[src/rtl/hazard3_bus_pkg.sv]
// Shared AHB-Lite encodings for the hazard3 bus fabric.
// Transfer types, burst type and arbitration mode selectors.
package hazard3_bus_pkg;

   localparam logic [1:0] HTRANS_IDLE = 2'b00;
   localparam logic [1:0] HTRANS_NSEQ = 2'b10;

   localparam logic [2:0] HBURST_SINGLE = 3'b000;

   localparam int ARB_FIXED = 0;
   localparam int ARB_RR    = 1;

endpackage

[src/rtl/hazard3_rr_priority_sel.sv]
// One-hot priority select: first set request at or above start,
// wrapping from N-1 back to 0. Start of zero gives fixed priority.
module hazard3_rr_priority_sel #(
   parameter int N     = 2,
   parameter int W_IDX = (N > 1) ? $clog2(N) : 1
) (
   input  logic [N-1:0]     req,
   input  logic [W_IDX-1:0] start,
   output logic [N-1:0]     gnt
);

   // Walk upward from start with wrap; the first requester seen wins
   always_comb begin
      int   idx;
      logic found;
      gnt   = '0;
      found = 1'b0;
      idx   = 0;
      for (int i = 0; i < N; i++) begin
         idx = int'(start) + i;
         if (idx >= N) idx = idx - N;
         if (!found && req[idx]) begin
            gnt[idx] = 1'b1;
            found    = 1'b1;
         end
      end
   end

endmodule

[src/rtl/hazard3_ahb_arbiter.sv]
// N-port to one AHB-Lite master arbiter with panic priority,
// address-phase hold under wait states and data-phase routing.
module hazard3_ahb_arbiter
   import hazard3_bus_pkg::*;
#(
   parameter int         N_PORTS       = 2,
   parameter int         W_ADDR        = 32,
   parameter int         W_DATA        = 32,
   parameter int         ARB_MODE      = 0,
   parameter logic [3:0] HPROT_DEFAULT = 4'b0010
) (
   input  logic                       clk,
   input  logic                       rst,

   input  logic [N_PORTS-1:0]         port_aph_req,
   input  logic [N_PORTS-1:0]         port_aph_panic,
   input  logic [N_PORTS-1:0]         port_aph_excl,
   input  logic [N_PORTS*W_ADDR-1:0]  port_haddr,
   input  logic [N_PORTS*3-1:0]       port_hsize,
   input  logic [N_PORTS-1:0]         port_hwrite,
   input  logic [N_PORTS*W_DATA-1:0]  port_wdata,

   output logic [N_PORTS-1:0]         port_aph_ready,
   output logic [N_PORTS-1:0]         port_dph_ready,
   output logic [N_PORTS-1:0]         port_dph_err,
   output logic [N_PORTS-1:0]         port_dph_exokay,
   output logic [W_DATA-1:0]          port_rdata,

   output logic [W_ADDR-1:0]          haddr,
   output logic                       hwrite,
   output logic [1:0]                 htrans,
   output logic [2:0]                 hsize,
   output logic [2:0]                 hburst,
   output logic [3:0]                 hprot,
   output logic                       hmastlock,
   output logic                       hexcl,
   output logic [W_DATA-1:0]          hwdata,
   input  logic                       hready,
   input  logic                       hresp,
   input  logic                       hexokay,
   input  logic [W_DATA-1:0]          hrdata
);

   localparam int W_IDX = (N_PORTS > 1) ? $clog2(N_PORTS) : 1;

   logic [N_PORTS-1:0] panic_req;
   logic [N_PORTS-1:0] panic_gnt;
   logic [N_PORTS-1:0] norm_gnt;
   logic [N_PORTS-1:0] arb_gnt;
   logic [N_PORTS-1:0] gnt;
   logic [W_IDX-1:0]   norm_start;
   logic [W_IDX-1:0]   gnt_idx;

   logic [W_ADDR-1:0]  sel_addr;
   logic [2:0]         sel_size;
   logic               sel_write;
   logic               sel_excl;

   logic [W_IDX-1:0]   rr_ptr_q, rr_ptr_d;
   logic               hold_q, hold_d;
   logic [N_PORTS-1:0] hold_gnt_q, hold_gnt_d;
   logic [W_ADDR-1:0]  hold_addr_q, hold_addr_d;
   logic [2:0]         hold_size_q, hold_size_d;
   logic               hold_write_q, hold_write_d;
   logic               hold_excl_q, hold_excl_d;
   logic [N_PORTS-1:0] dph_owner_q, dph_owner_d;

   assign panic_req  = port_aph_req & port_aph_panic;
   assign norm_start = (ARB_MODE == ARB_RR) ? rr_ptr_q : '0;

   hazard3_rr_priority_sel #(
      .N     (N_PORTS),
      .W_IDX (W_IDX)
   ) u_sel_panic (
      .req   (panic_req),
      .start ('0),
      .gnt   (panic_gnt)
   );

   hazard3_rr_priority_sel #(
      .N     (N_PORTS),
      .W_IDX (W_IDX)
   ) u_sel_norm (
      .req   (port_aph_req),
      .start (norm_start),
      .gnt   (norm_gnt)
   );

   // Grant: held port wins outright, then panic, then normal arbitration
   always_comb begin
      arb_gnt = (|panic_req) ? panic_gnt : norm_gnt;
      if (hold_q)
         gnt = hold_gnt_q;
      else if (rst)
         gnt = '0;
      else
         gnt = arb_gnt;
   end

   // Mux the live address-phase attributes of the granted port
   always_comb begin
      sel_addr  = '0;
      sel_size  = '0;
      sel_write = 1'b0;
      sel_excl  = 1'b0;
      gnt_idx   = '0;
      for (int k = 0; k < N_PORTS; k++) begin
         if (gnt[k]) begin
            sel_addr  = port_haddr[k*W_ADDR +: W_ADDR];
            sel_size  = port_hsize[k*3 +: 3];
            sel_write = port_hwrite[k];
            sel_excl  = port_aph_excl[k];
            gnt_idx   = W_IDX'(k);
         end
      end
   end

   // Bus address phase; a stalled NSEQ replays its captured attributes
   always_comb begin
      htrans = (|gnt) ? HTRANS_NSEQ : HTRANS_IDLE;
      if (hold_q) begin
         haddr  = hold_addr_q;
         hsize  = hold_size_q;
         hwrite = hold_write_q;
         hexcl  = hold_excl_q;
      end else begin
         haddr  = sel_addr;
         hsize  = sel_size;
         hwrite = sel_write;
         hexcl  = sel_excl;
      end
   end

   assign hburst    = HBURST_SINGLE;
   assign hmastlock = 1'b0;
   assign hprot     = HPROT_DEFAULT;

   assign port_aph_ready = gnt & {N_PORTS{hready}};

   // Next state for hold, round-robin pointer and data-phase owner
   always_comb begin
      int nxt;
      nxt          = int'(gnt_idx) + 1;
      if (nxt >= N_PORTS) nxt = 0;
      hold_d       = (|gnt) && !hready;
      hold_gnt_d   = gnt;
      hold_addr_d  = haddr;
      hold_size_d  = hsize;
      hold_write_d = hwrite;
      hold_excl_d  = hexcl;
      rr_ptr_d     = rr_ptr_q;
      dph_owner_d  = dph_owner_q;
      if (hready) begin
         dph_owner_d = gnt;
         if (|gnt) rr_ptr_d = W_IDX'(nxt);
      end
   end

   // State registers
   always_ff @(posedge clk or posedge rst) begin
      if (rst) begin
         rr_ptr_q     <= '0;
         hold_q       <= 1'b0;
         hold_gnt_q   <= '0;
         hold_addr_q  <= '0;
         hold_size_q  <= '0;
         hold_write_q <= 1'b0;
         hold_excl_q  <= 1'b0;
         dph_owner_q  <= '0;
      end else begin
         rr_ptr_q     <= rr_ptr_d;
         hold_q       <= hold_d;
         hold_gnt_q   <= hold_gnt_d;
         hold_addr_q  <= hold_addr_d;
         hold_size_q  <= hold_size_d;
         hold_write_q <= hold_write_d;
         hold_excl_q  <= hold_excl_d;
         dph_owner_q  <= dph_owner_d;
      end
   end

   assign port_dph_ready  = dph_owner_q & {N_PORTS{hready}};
   assign port_dph_err    = dph_owner_q & {N_PORTS{hresp}};
   assign port_dph_exokay = dph_owner_q & {N_PORTS{hexokay}};
   assign port_rdata      = hrdata;

   // Write data follows the data-phase owner, zero when none
   always_comb begin
      hwdata = '0;
      for (int k = 0; k < N_PORTS; k++) begin
         if (dph_owner_q[k]) hwdata = port_wdata[k*W_DATA +: W_DATA];
      end
   end

endmodule

[config.mk]
export PLATFORM = sky130hd
export DESIGN_NAME = hazard3_ahb_arbiter
export DESIGN_NICKNAME = d
export VERILOG_FILES = /design/src/rtl/hazard3_bus_pkg.sv /design/src/rtl/hazard3_rr_priority_sel.sv /design/src/rtl/hazard3_ahb_arbiter.sv
export SDC_FILE = /design/constraint.sdc
export NUM_CORES = 1
export LEC_CHECK = 0
export BUFFER_PORTS_ARGS = -buffer_cell sky130_fd_sc_hd__buf_2
export CAP_MARGIN = 25
export CORE_AREA = 2 2 116 118
export CTS_BUF_LIST = sky130_fd_sc_hd__clkbuf_2 sky130_fd_sc_hd__clkbuf_4 sky130_fd_sc_hd__clkbuf_8
export DETAILED_ROUTE_END_ITERATION = 16
export DIE_AREA = 0 0 118 120
export SYNTH_ARGS = -nofsm -noshare
export SYNTH_HDL_FRONTEND = slang
export SYNTH_SLANG_ARGS = --single-unit
export TNS_END_PERCENT = 100
[constraint.sdc]
create_clock -name clk -period 1.59 [get_ports clk]
set_input_delay 0.2385 -clock clk [delete_from_list [all_inputs] [get_ports clk]]
set_output_delay 0.2385 -clock clk [all_outputs]
set_load 0.005 [all_outputs]
After elaboration in Yosys (flattened, before gate mapping) --
Cells that the tools add are included.
Word-level totals: register bits 42, output and inout port bits 119, word-level logic and storage cells 44
Operators by class: muxes and demuxes 24, bitwise gates (word level) 5, reductions and logical operators 8
Operators by type and width (number):
- two-way mux 32 bit | 5
- two-way mux 2 bit | 6
- AND 2 bit | 5
- two-way mux 1 bit | 10
- two-way mux 3 bit | 3
- OR reduction 2 bit | 2
- logical AND 1 bit | 3
- logical NOT 1 bit | 3

Depth between registers and ports, before layout --
Gate-level depths: netlist of run 1.
depth in word-level cells 11, depth in mapped cells 5, mapped depth without buffers 3

By module --
Synthesis of run 1 repeated with hierarchy kept, for this count alone.
Second synthesis, totals: cell total of the unflattened synthesis 293, area total of the unflattened synthesis 2906.5 um^2
Modules (own cells, without submodules):
- hazard3_ahb_arbiter | instances 1, cells each 287, area an instance 2869.0 um^2, sequential area each 1051.0 um^2
- hazard3_rr_priority_sel | instances 2, cells each 3, area an instance 18.8 um^2, sequential area each 0.0 um^2

Worst setup path before layout of run 1 --
Ideal clock, no wire load.
path kind register -> output, start point reg hold_q, end point out haddr[10], arrival time 1.260 ns, required time 1.351 ns, path slack 0.091 ns, cell stages (with the launch flop) 4, cell sequence dfrtp_1 > a2111oi_4 > buf_6 > a221o_1
Between the ends: cells in the longest elaborated chain, start to end 4
Ends and longest elaborated chain:
- from (decl) | line hazard3_ahb_arbiter.sv:60 | logic hold_q, hold_d;
- from (signal assigned) | line hazard3_ahb_arbiter.sv:172 | hold_q <= hold_d;
- two-way mux 2 bit | line hazard3_ahb_arbiter.sv:92 | if (hold_q)
- two-way mux 32 bit (2 in series) | line hazard3_ahb_arbiter.sv:108 | if (gnt[k]) begin
- two-way mux 32 bit * | line hazard3_ahb_arbiter.sv:121 | if (hold_q) begin
- to (decl) | line hazard3_ahb_arbiter.sv:29 | output logic [W_ADDR-1:0] haddr,
Every way passes the cells marked *; elsewhere a longest branch is shown, timed or not.

Worst setup path in the final report of run 1 --
start point reg hold_q, end point out haddr[23]
Same word-level chain as after synthesis.

==> results.md, run 1 <==
* Die area at roughly 0.014 mm2
* Worst min path class: input pin to flip-flop
* Vias at 2824
* Fin nets at ~660
* Req. time, crit path at around 1400 ps
* Worst EP arrival at about 1600 ps
* H-Tree Depth at 2
* VDD IR-drop max at around 0.48 mV
* Flop pwr share at between 30% and 40%
* Port bufs at approximately 220
* Initial antenna violation count at 1
* Seq/Total Area, Yosys at between 40% and 50%
* Setup CP Type: flip-flop to output pin
* Hold path depth at 2
* CP Cell Sequence: nor2_2 > and3_4 > clkbuf_16 > a221o_1 > buf_2
* DRT antenna net count at 0
* Initial Utilization at 19.9%
* Total GRT Usage at around 14%
* Power, Total at about 3000 uW
* Number of global-route vias before repair at around 2800
* Clock Latency Late Sink at between 200 and 300 ps
* Tmin final at between 1500 and 2000 ps
* Placed Cells at 611
* Max Fclk at around 540 MHz
* Failing checks: setup timing
* Final Skew at around 5.5 ps
* Sw frac at roughly 28%
* Launching point of the worst reg2reg path: hold_q
* Worst Reg-to-Reg Cells at 7
* Outcome: finished, violations left
* Max Cap Viol at 0
* Crit-path slowest cell: dfrtp_2
* CP Capture Type: output pin
* Non-filler cells, final at 657
* Commonest non-fill, non-tap cell in the layout: buf_2
* Final setup viols at about 70
* Initial DRC Count at between 100 and 150
* Layout cell share with drive strength beyond 1 at between 60% and 70%
* Most frequent cells in the layout: buf_2, and2_1, dfrtp_1, buf_4, a221o_1
* Library cells used by synthesis at 27
* Core area at approximately 0.013 mm2
* Hold Crit Start: port_haddr[17]
* Reg-to-reg endpoint: hold_addr_q[28]
* Sw Pwr at approximately 860 uW
* Hold Fails Final Rpt at 0
* Clock slew at reported path FFs at about 80 ps
* Period utilisation layout at 117%
* Crit start category: flip-flop
* Clock power share at around 22%
* Syn avg cell area at between 10 and 15 um2
* WL per Instance at 16.0 um
* Root Buffer: clkbuf_8
* Power Internal at between 2000 and 2500 uW
* CTS tree: done
* Mapped Area at between 0.002 and 0.003 mm2
* Leakage power at roughly 0.0024 uW
* Combinational fraction of design power at between 30% and 40%
* Yosys Warn Count at 0
* Total gr overflow at 0
* TritonCTS Sinks at 42
* Total Wirelength at 10500 um
* # rows at 42
* Die height at roughly 120 um
* CTS Buf Count at 5
* Routability Congestion at between 0.7 and 0.8
* First-pass GRT wire length at ~15000 um
* Area delta synth->final at 68.5%
* R2r setup slk at -30 ps
* PwrDens at 698 mW/mm2
* WHS at roughly 190 ps
* Dpl hpwl at 7800 um
* Largest net degree at the start of global routing at 29
* DR pass1 iterations at 4
* Hold EP: hold_addr_q[17]
* Largest stage delay on the critical path at 450 ps
* Critical Path Fanout Max at 10
* DR vias/cell at 4.30
* Die W at 118 um
* Pre-CTS setup slack at -142 ps
* Worst-case clock buffer depth at 2
* Final setup TNS at -10280 ps
* Max Slew Vio Count at 0
* Seq cells post-synth at 42
* Mapped Cells at between 200 and 250
* Setup ws final at -272 ps
* # IOs at between 200 and 300
* Unrepaired setup endpoints after global routing: true
* DRC Markers at 0
==> cell usage after synthesis, drive strengths merged <==
cell	instances	area share [%]
nand3b	1	0.29
or2	1	0.24
clkbuf	11	1.6
conb	2	0.29
nor2b	2	0.48
a21boi	1	0.29
inv	2	0.29
a31oi	1	0.24
o21a	1	0.29
a22o	31	10
nand3	1	0.19
and2	44	11
a2111oi	1	1.1
and3	1	0.24
o22a	1	0.34
buf	49	15
nor2	3	0.53
nand2b	2	0.77
o31ai	1	0.29
o21ai	2	0.39
a221o	37	14
dfrtp	42	41
nand2	4	0.58
==> what timing repair did <==
action                                  CTS  global route
gates cloned                              5             3
setup buffers                            16            14
hold endpoints to repair                 12             0
endpoints found under the setup margin   72            72
resized for setup                        20            12
pin swaps                                10            26
hold buffers                              1             0
==> power groups by stage <==
stage / Sequential (uW) / Combinational, uW / Clock, uW
global placement: 1200 / 909 / 0
global route: 1200 / 1280 / 773
finish: 1190 / 1180 / 679
floorplan: 1200 / 482 / 0
detailed placement: 1210 / 925 / 0
CTS: 1190 / 1100 / 732
==> logic make-up (layout without fill, tap and decap cells) <==
| family | after synthesis | in the layout | synth area share [%] |
|---|---|---|---|
| buffers and inverters | 62 | 294 | 17.3 |
| flip-flops | 42 | 42 | 40.6 |
| AO/OA/AOI/OAI | 76 | 76 | 27.9 |
| other | 2 | 10 | 0.290 |
| AND/OR/NAND/NOR | 59 | 59 | 14.0 |
==> worst max path at each step <==
stage	to	slack (ps)	startpoint	cells past startpoint
global placement	haddr[28]	-120	port_aph_panic[0]	6
finish	haddr[23]	-270	hold_q	5
floorplan	haddr[10]	90	hold_q	3
detailed placement	haddr[27]	-140	port_aph_panic[0]	6
CTS	hsize[2]	-300	hold_q	5
global route	haddr[23]	-360	hold_q	5
==> layer usage <==
layer  GRT usage (%)  part of all wire (%)  vias up
li1                -                     -     1327
met1            14.8                    37     1337
met2            25.3                    54      135
met3            3.33                   6.4       25
met4            5.05                   2.3        0
met5               0                     0        -
==> critical path, delay by kind of cell (launching register included) <==
| kind | cells | cell delay, ps |
|---|---|---|
| buffers and inverters | 2 | 300 |
| and+or+nand+nor | 2 | 400 |
| DFF | 1 | 450 |
| AOI/OAI and AO/OA | 1 | 170 |
==> stage by stage <==
step	util [%]	cell area, um2
CTS	32.0	4150
finish	33.6	4360
floorplan	-	2620
detailed placement	28.8	3740
global route	33.6	4360
global placement	28.8	3740
==> final cells by class <==
cell class | count | area, um2
fill | 1353 | 8620
timing repair buffer | 285 | 1850
multi-input combinational | 144 | 1140
sequential | 42 | 1050
tap | 176 | 220
clock buffer | 7 | 83.8
inverter | 2 | 7.51
antenna | 1 | 2.50
==> sequential cells by signal, indices dropped and copies added (netlist names) <==
signal	count
hold_addr_q	32
hold_size_q	3
dph_owner_q	2
hold_gnt_q	2
hold_excl_q	1
hold_q	1
hold_write_q	1
Power figures use the tool's default switching activity.
==> inputs of run 2 (changes only) <==
--- a/config.mk
+++ b/config.mk
@@ -7,10 +7,13 @@
 export LEC_CHECK = 0
 export BUFFER_PORTS_ARGS = -buffer_cell sky130_fd_sc_hd__buf_2
 export CAP_MARGIN = 25
+export CELL_PAD_IN_SITES_DETAIL_PLACEMENT = 0
+export CELL_PAD_IN_SITES_GLOBAL_PLACEMENT = 1
 export CORE_AREA = 2 2 116 118
 export CTS_BUF_LIST = sky130_fd_sc_hd__clkbuf_2 sky130_fd_sc_hd__clkbuf_4 sky130_fd_sc_hd__clkbuf_8
 export DETAILED_ROUTE_END_ITERATION = 16
 export DIE_AREA = 0 0 118 120
+export PLACE_DENSITY_LB_ADDON = 0.1
 export SYNTH_ARGS = -nofsm -noshare
 export SYNTH_HDL_FRONTEND = slang
 export SYNTH_SLANG_ARGS = --single-unit
==> run 2 against run 1 <==
The flow still finishes with violations (setup timing). Wire length shrank 4.4%. Largest power group unchanged. Clock skew is essentially flat. Count of clock-buffer cells in the layout shrank 1. Worst hold slack lost 9.1 ps. Sequential cell count is the same. Final cell count is the same. Total power grew 0.56%. Combinational power is essentially flat. Sequential power is essentially flat. Clock power grew 5.3%. Critical path type unchanged. Maximum frequency grew 2.3%.
==> results.md, run 2 (synthesized netlist as in run 1, its figures left out) <==
* Final Skew at 5.61 ps (+0.112 ps)
* Number of global-route vias before repair at 2963 (+4.8%)
* Final setup viols at 70 (-2.8%)
* DR pass1 iterations at 6 (+2)
* DRT antenna net count at 0 (unchanged)
* GR peak layer: met2
* Crit-path slowest cell: dfrtp_2
* Largest net degree at the start of global routing at 30 (+3.4%)
* DRC Markers at 0 (unchanged)
* Commonest non-fill, non-tap cell in the layout: buf_2
* Setup ws final at -231 ps (+41.2 ps)
* CTS Buf Count at 5 (unchanged)
* Max Slew Vio Count at 0 (unchanged)
* Most frequent cells in the layout: buf_2, and2_1, dfrtp_1
* Routability Congestion at 0.770 (-1.9%)
* Initial Utilization at 19.9% (unchanged)
* PwrDens at 707 mW/mm2 (+1.3%)
* Tmin final at 1820 ps (-41.2 ps)
* H-Tree Depth at 2 (unchanged)
* Placed Cells at 616 (+0.82%)
* Total GRT Usage at 13.7% (+0.21 points)
* Non-filler cells, final at 657 (unchanged)
* Hold Fails Final Rpt at 0 (unchanged)
* Clock slew at reported path FFs at 90 ps (about the same)
* Outcome: finished, violations left
* Vias at 2780 (-1.6%)
* Critical Path Fanout Max at 25 (+15)
* Initial antenna violation count at 0 (-1)
* M3 GR Usage at 4.56% (+1.2 points)
* Die area at 0.0142 mm2 (unchanged)
* CP Cell Sequence: nor2_2 > and3_4 > buf_12 > a221o_1 > buf_2
* VDD IR-drop max at 0.325 mV (-32%)
* Worst Reg-to-Reg Cells at 6 (-1)
* Req. time, crit path at 1350 ps (about the same)
* Max Fclk at 549 MHz (+2.3%)
* Power Internal at 2180 uW (-0.34%)
* Hold path depth at 2 (unchanged)
* Die height at 120 um (unchanged)
* Largest register FFs at 32 (unchanged)
* Port bufs at 224 (unchanged)
* Core area at 0.0130 mm2 (unchanged)
* Fin nets at 659 (unchanged)
* M1 GR Usage at 14.8% (+0.071 points)
* Unrepaired setup endpoints after global routing: true
* Period utilisation layout at 115% (-2.6 points)
* Combinational fraction of design power at 38.0% (-0.7 points)
* R2r setup slk at 80 ps (+110 ps)
* Sw Pwr at 879 uW (+2.9%)
* CTS tree: done
* Total gr overflow at 0 (unchanged)
* Worst min path class: input pin to flip-flop
* Root Buffer: clkbuf_8
* Leakage power at 0.00242 uW (-0.37%)
* Reg with most FFs: hold_addr_q
* First-pass GRT wire length at 15400 um (+3.4%)
* N_diodes at 0 (-1)
* Met2 Usage GRT at 26.2% (+0.91 points)
* Sw frac at 28.7% (+0.64 points)
* Reg-to-reg endpoint: hold_excl_q
* Final setup TNS at -10920 ps (-634 ps)
* Total Wirelength at 10100 um (-4.4%)
* Area delta synth->final at 67.3%
* Largest regs: hold_addr_q: 32 flops, hold_size_q: 3 flops
* Crit start category: flip-flop
* Setup CP Type: flip-flop to output pin
* Largest stage delay on the critical path at 430 ps (-20 ps)
* CP Capture Type: output pin
* Layout Utilization at 33.4% (-0.23 points)
* Clock power share at 23.3% (+1.0 points)
* TritonCTS Sinks at 42 (unchanged)
* # IOs at 298 (unchanged)
* Failing checks: setup timing
* WL per Instance at 15.3 um (-4.4%)
* Worst-case clock buffer depth at 2 (unchanged)
* Hold Crit Start: port_haddr[17]
* DR vias/cell at 4.23 (-1.6%)
* Flop pwr share at 38.7% (-0.3 points)
* Hold EP: hold_addr_q[17]
* Die W at 118 um (unchanged)
* Layout cell share with drive strength beyond 1 at 63.4% (-0.55 points)
* Launching point of the worst reg2reg path: hold_q
* # rows at 42 (unchanged)
* Worst EP arrival at 1580 ps (-40 ps)
* Max Cap Viol at 0 (unchanged)
* Dpl hpwl at 7370 um (-5.5%)
* Initial DRC Count at 65 (-40%)
* Clock Latency Late Sink at 300 ps (about the same)
[run 2: changes by cell type in the layout (fill, tap and decap cells not counted), moves of 2 or more]
cell,delta
clkbuf_16,-3
buf_6,+7
buf_12,-2
buf_4,-4
[run 2: layout make-up]
class                   count  area (um2)
repair buffers            285        1830
multi-input cells         144        1130
clock inverters             2        13.8
inverters                   2        7.51
fillers                  1389        8650
well taps                 176         220
flip-flops and latches     42        1050
clock buffers               6        76.3
[run 2: worst max-delay path by stage]
stage	slack, ps	depth (start not counted)	endpoint	start
floorplan	90	3	haddr[10]	hold_q
global placement	-100	6	haddr[13]	port_aph_panic[0]
detailed placement	-130	6	haddr[4]	port_aph_panic[0]
CTS	-250	5	haddr[28]	hold_q
global route	-340	5	haddr[28]	hold_q
finish	-230	5	haddr[25]	hold_q
[run 2: routing by layer]
metal / wire length (um) / part of all wire (%)
met5: 0 / 0
met4: 100 / 0.99
met3: 886 / 8.8
met2: 5340 / 53
met1: 3750 / 37
[run 2: per-stage QoR]
stage	setup slack [ps]	hold slack (ps)	power [uW]	cell area, um2
after global routing	-339	181	3260	4330
final	-231	186	3060	4330
after detailed placement	-135	287	2120	3780
after CTS	-254	175	3140	4360
after global placement	-103	286	2120	3780
after floorplan	91.4	304	1680	2620
[run 2: timing repair]
item,4_1_cts,5_1_grt
pin swaps,9,12
hold buffers,1,0
hold endpoints to repair,13,0
resized for setup,29,7
buffers inserted,20,8
setup endpoints to repair,72,71
cloned,9,0
[run 2: worst max-delay path, delay by kind of cell (launching register included)]
family | cells | cell delay (ps)
flip-flops | 1 | 430
AO/OA/AOI/OAI | 1 | 320
buffers and inverters | 2 | 300
AND/OR/NAND/NOR | 2 | 240
[run 2: power by group through the flow]
| stage | logic (uW) | clock network (uW) | registers, uW |
|---|---|---|---|
| floorplan | 482 | 0 | 1200 |
| global placement | 922 | 0 | 1200 |
| detailed placement | 919 | 0 | 1200 |
| CTS | 1210 | 753 | 1180 |
| global route | 1270 | 798 | 1190 |
| finish | 1160 | 715 | 1180 |
==> inputs of run 3 (changes only) <==
--- a/config.mk
+++ b/config.mk
@@ -9,12 +9,14 @@
 export CAP_MARGIN = 25
 export CELL_PAD_IN_SITES_DETAIL_PLACEMENT = 0
 export CELL_PAD_IN_SITES_GLOBAL_PLACEMENT = 1
-export CORE_AREA = 2 2 116 118
+export CORE_ASPECT_RATIO = 0.75
+export CORE_MARGIN = 2
+export CORE_UTILIZATION = 24
 export CTS_BUF_LIST = sky130_fd_sc_hd__clkbuf_2 sky130_fd_sc_hd__clkbuf_4 sky130_fd_sc_hd__clkbuf_8
 export DETAILED_ROUTE_END_ITERATION = 16
-export DIE_AREA = 0 0 118 120
 export PLACE_DENSITY_LB_ADDON = 0.1
 export SYNTH_ARGS = -nofsm -noshare
 export SYNTH_HDL_FRONTEND = slang
+export SYNTH_HIERARCHICAL = 1
 export SYNTH_SLANG_ARGS = --single-unit
 export TNS_END_PERCENT = 100
==> run 3 against run 2 <==
Count of clock-buffer cells in the layout is the same. Area after synthesis is 12% higher. Worst hold slack got worse by 53 ps. Critical path depth unchanged. The flow still finishes with violations (setup timing).
==> results.md, run 3 <==
* Outcome: finished, violations left
* Failing checks: setup timing
* DR pass1 iterations at 4 (-2)
* Ys async rst share at 100% (unchanged)
* Die height at 99.3 um (-17%)
* Synth Area in XOR/XNOR at 0% (unchanged)
* Setup ws final at -587 ps (-357 ps)
* PwrDens at 713 mW/mm2 (+0.88%)
* Largest family of logic cells by synthesized area: compound AO/OA/AOI/OAI gates
* Seq cells post-synth at 42 (unchanged)
* Synth top area share at 36.2% (-4.4 points)
* Final setup viols at 67 (-4.3%)
* Unrepaired setup endpoints after global routing: true
* Fin nets at 689 (+4.6%)
* Yosys Warn Count at 6 (+6)
* Top cells by area, synth: dfrtp_1, buf_4, a22oi_1, a22o_1, o41ai_2
* # hold bufs at CTS at 0 (-1)
* DR vias/cell at 4.56 (+7.8%)
* M1 GR Usage at 19.6% (+4.8 points)
* CP Cell Sequence: nor3b_2 > mux2_4 > clkbuf_16 > o41ai_2 > buf_2
* Reg with most FFs: hold_addr_q
* Req. time, crit path at 1350 ps (about the same)
* # IOs at 298 (unchanged)
* Initial antenna violation count at 0 (unchanged)
* Main synth FF type: dfrtp_1
* Post-route design area at 0.00516 mm2 (+19%)
* Most frequent cells in the layout: buf_2, dfrtp_1, inv_1
* Crit-path slowest cell: dfrtp_4
* Layout cell share with drive strength beyond 1 at 70.0% (+6.6 points)
* DRT antenna net count at 0 (unchanged)
* Mapped Cells at 293 (+22%)
* Top delay family on crit path: flip-flops
* Largest net degree at the start of global routing at 43 (+43%)
* Buf/Inv on CP at 2 (unchanged)
* Dpl hpwl at 7820 um (+6.1%)
* Port bufs at 224 (unchanged)
* Mapped Area at 0.00291 mm2 (+12%)
* CTS Buf Count at 5 (unchanged)
* Worst min path class: input pin to asynchronous set/reset pin
* First-pass GRT wire length at 16400 um (+6.8%)
* Critical Path Fanout Max at 19 (-24%)
* Core area at 0.0117 mm2 (-9.9%)
* H-Tree Depth at 2 (unchanged)
* Final Skew at 5.12 ps (-0.491 ps)
* Setup CP Type: flip-flop to output pin
* Max Cap Viol at 0 (unchanged)
* Root Buffer: clkbuf_8
* Commonest non-fill, non-tap cell in the layout: buf_2
* VDD IR-drop max at 0.403 mV (+24%)
* Total Wirelength at 11100 um (+11%)
* Top cell type by total area after synthesis: dfrtp_1
* R2r setup slk at -120 ps (-200 ps)
* Total gr overflow at 0 (unchanged)
* Worst Reg-to-Reg Cells at 6 (unchanged)
* Worst-case clock buffer depth at 2 (unchanged)
* Initial Utilization at 24.8% (+4.9 points)
* GR peak layer: met2
* M3 GR Usage at 5.92% (+1.4 points)
* Compound-Gate Fraction of Synth Area at 37.2% (+9.3 points)
* Leakage power at 0.00281 uW (+16%)
* Most frequent cell after synthesis: buf_4
* Seq/Total Area, Yosys at 36.2% (-4.4 points)
* DRC Markers at 0 (unchanged)
* Launching point of the worst reg2reg path: hold_q
* Max Fclk at 459 MHz (-16%)
* Pre-CTS setup slack at -627 ps (-492 ps)
* Mux share of post-synthesis cell area at 1.03% (+1.0 points)
* EDFF count, synth at 0 (unchanged)
* Met2 Usage GRT at 26.9% (+0.74 points)
* N_diodes at 0 (unchanged)
* Number of global-route vias before repair at 3123 (+5.4%)
* Synth top cells by count: buf_4, dfrtp_1, inv_1
* Library cells used by synthesis at 23 (-15%)
* Hold Fails Final Rpt at 0 (unchanged)
* Initial DRC Count at 59 (-9.2%)
* Max Slew Vio Count at 0 (unchanged)
* Synth Area in Simple Gates at 3.66% (-10 points)
* TritonCTS Sinks at 42 (unchanged)
* Reg-to-reg endpoint: hold_addr_q[11]
* Routability Congestion at 0.764 (-0.71%)
* Placed cell area at 0.00438 mm2 (+16%)
* Period utilisation layout at 137% (+22 points)
* Clock slew at reported path FFs at 80 ps (about the same)
* CTS tree: done
* Vias at 3065 (+10%)
* Worst EP arrival at 1940 ps (+360 ps)
* Total GRT Usage at 16.1% (+2.4 points)
* Synth Area in Adders at 0% (unchanged)
* Crit start category: flip-flop
* CP Capture Type: output pin
* Largest register FFs at 32 (unchanged)
* Die area at 0.0130 mm2 (-8.1%)
* Die W at 131 um (+11%)
* Largest regs: hold_addr_q: 32 flops, hold_size_q: 3 flops
* Tmin final at 2180 ps (+357 ps)
* Largest stage delay on the critical path at 450 ps (+20 ps)
* WL per Instance at 16.6 um (+8.0%)
* Area delta synth->final at 77.6%
* Syn avg cell area at 9.92 um2 (-7.6%)
* Clock Latency Late Sink at 300 ps (about the same)
* # rows at 34 (-19%)
-- run 3: cell count changes after synthesis, sizes merged, moves of 2 or more --
| cell | delta |
|---|---|
| and2 | -36 |
| a221o | -37 |
| a21boi | +3 |
| buf | +5 |
| clkbuf | +5 |
| a21oi | +4 |
| o41ai | +37 |
| a22oi | +39 |
| nand2b | -2 |
| mux2 | +2 |
| inv | +40 |
| nor3b | +2 |
-- run 3: worst max-delay path by stage --
stage                                from         to  slack (ps)  cells past startpoint
final                              hold_q  haddr[16]        -590                      5
after global routing               hold_q   haddr[0]        -670                      5
after CTS                          hold_q   haddr[0]        -590                      5
after detailed placement  port_aph_req[1]      hexcl        -630                      8
after global placement    port_aph_req[1]   haddr[6]        -530                      8
after floorplan           port_aph_req[1]  haddr[18]        -130                      7
-- run 3: stage by stage --
stage	TNS (ps)	power [uW]	instances	hold slack, ps	utilization, %
after floorplan	-4990	1940	304	376	-
after global placement	-37560	2470	653	455	37.3
after CTS	-23150	3660	670	134	42.8
after detailed placement	-28990	2490	654	460	37.4
final	-22760	3680	672	133	44.1
after global routing	-29220	3910	672	145	44.1
-- run 3: tightest hold or removal path, delay by kind of cell --
kind                   cells  cell delay (ps)
buffers and inverters      4              570
-- run 3: power by group --
part / internal [uW] / total, uW / switching [uW]
sequential: 1180 / 1230 / 53.1
clock: 504 / 911 / 408
combinational: 801 / 1530 / 734
total: 2490 / 3680 / 1190
-- run 3: layout make-up --
cell class              count  area (um2)
clock inverters             1        30.0
flip-flops and latches     42        1050
well taps                 162         203
repair buffers            269        1750
inverters                  42         158
fillers                  1154        6540
multi-input cells         150        1880
clock buffers               6        82.6
-- run 3: repair_timing --
action,in CTS,in global routing
buffers inserted,5,0
pin swaps,11,7
endpoints found under the setup margin,82,107
gates resized for setup,51,19
gates cloned,4,2
-- run 3: layer usage --
| layer | share of wire [%] | vias to the layer above |
|---|---|---|
| met2 | 50 | 113 |
| li1 | - | 1468 |
| met1 | 41 | 1463 |
| met4 | 1.1 | 0 |
| met3 | 8.5 | 21 |
| met5 | 0 | - |
-- run 3: cells by family after synthesis --
logic type / after synthesis
AO/OA/AOI/OAI: 116
buffers and inverters: 112
flip-flops: 42
multiplexers: 2
other: 2
AND/OR/NAND/NOR: 19
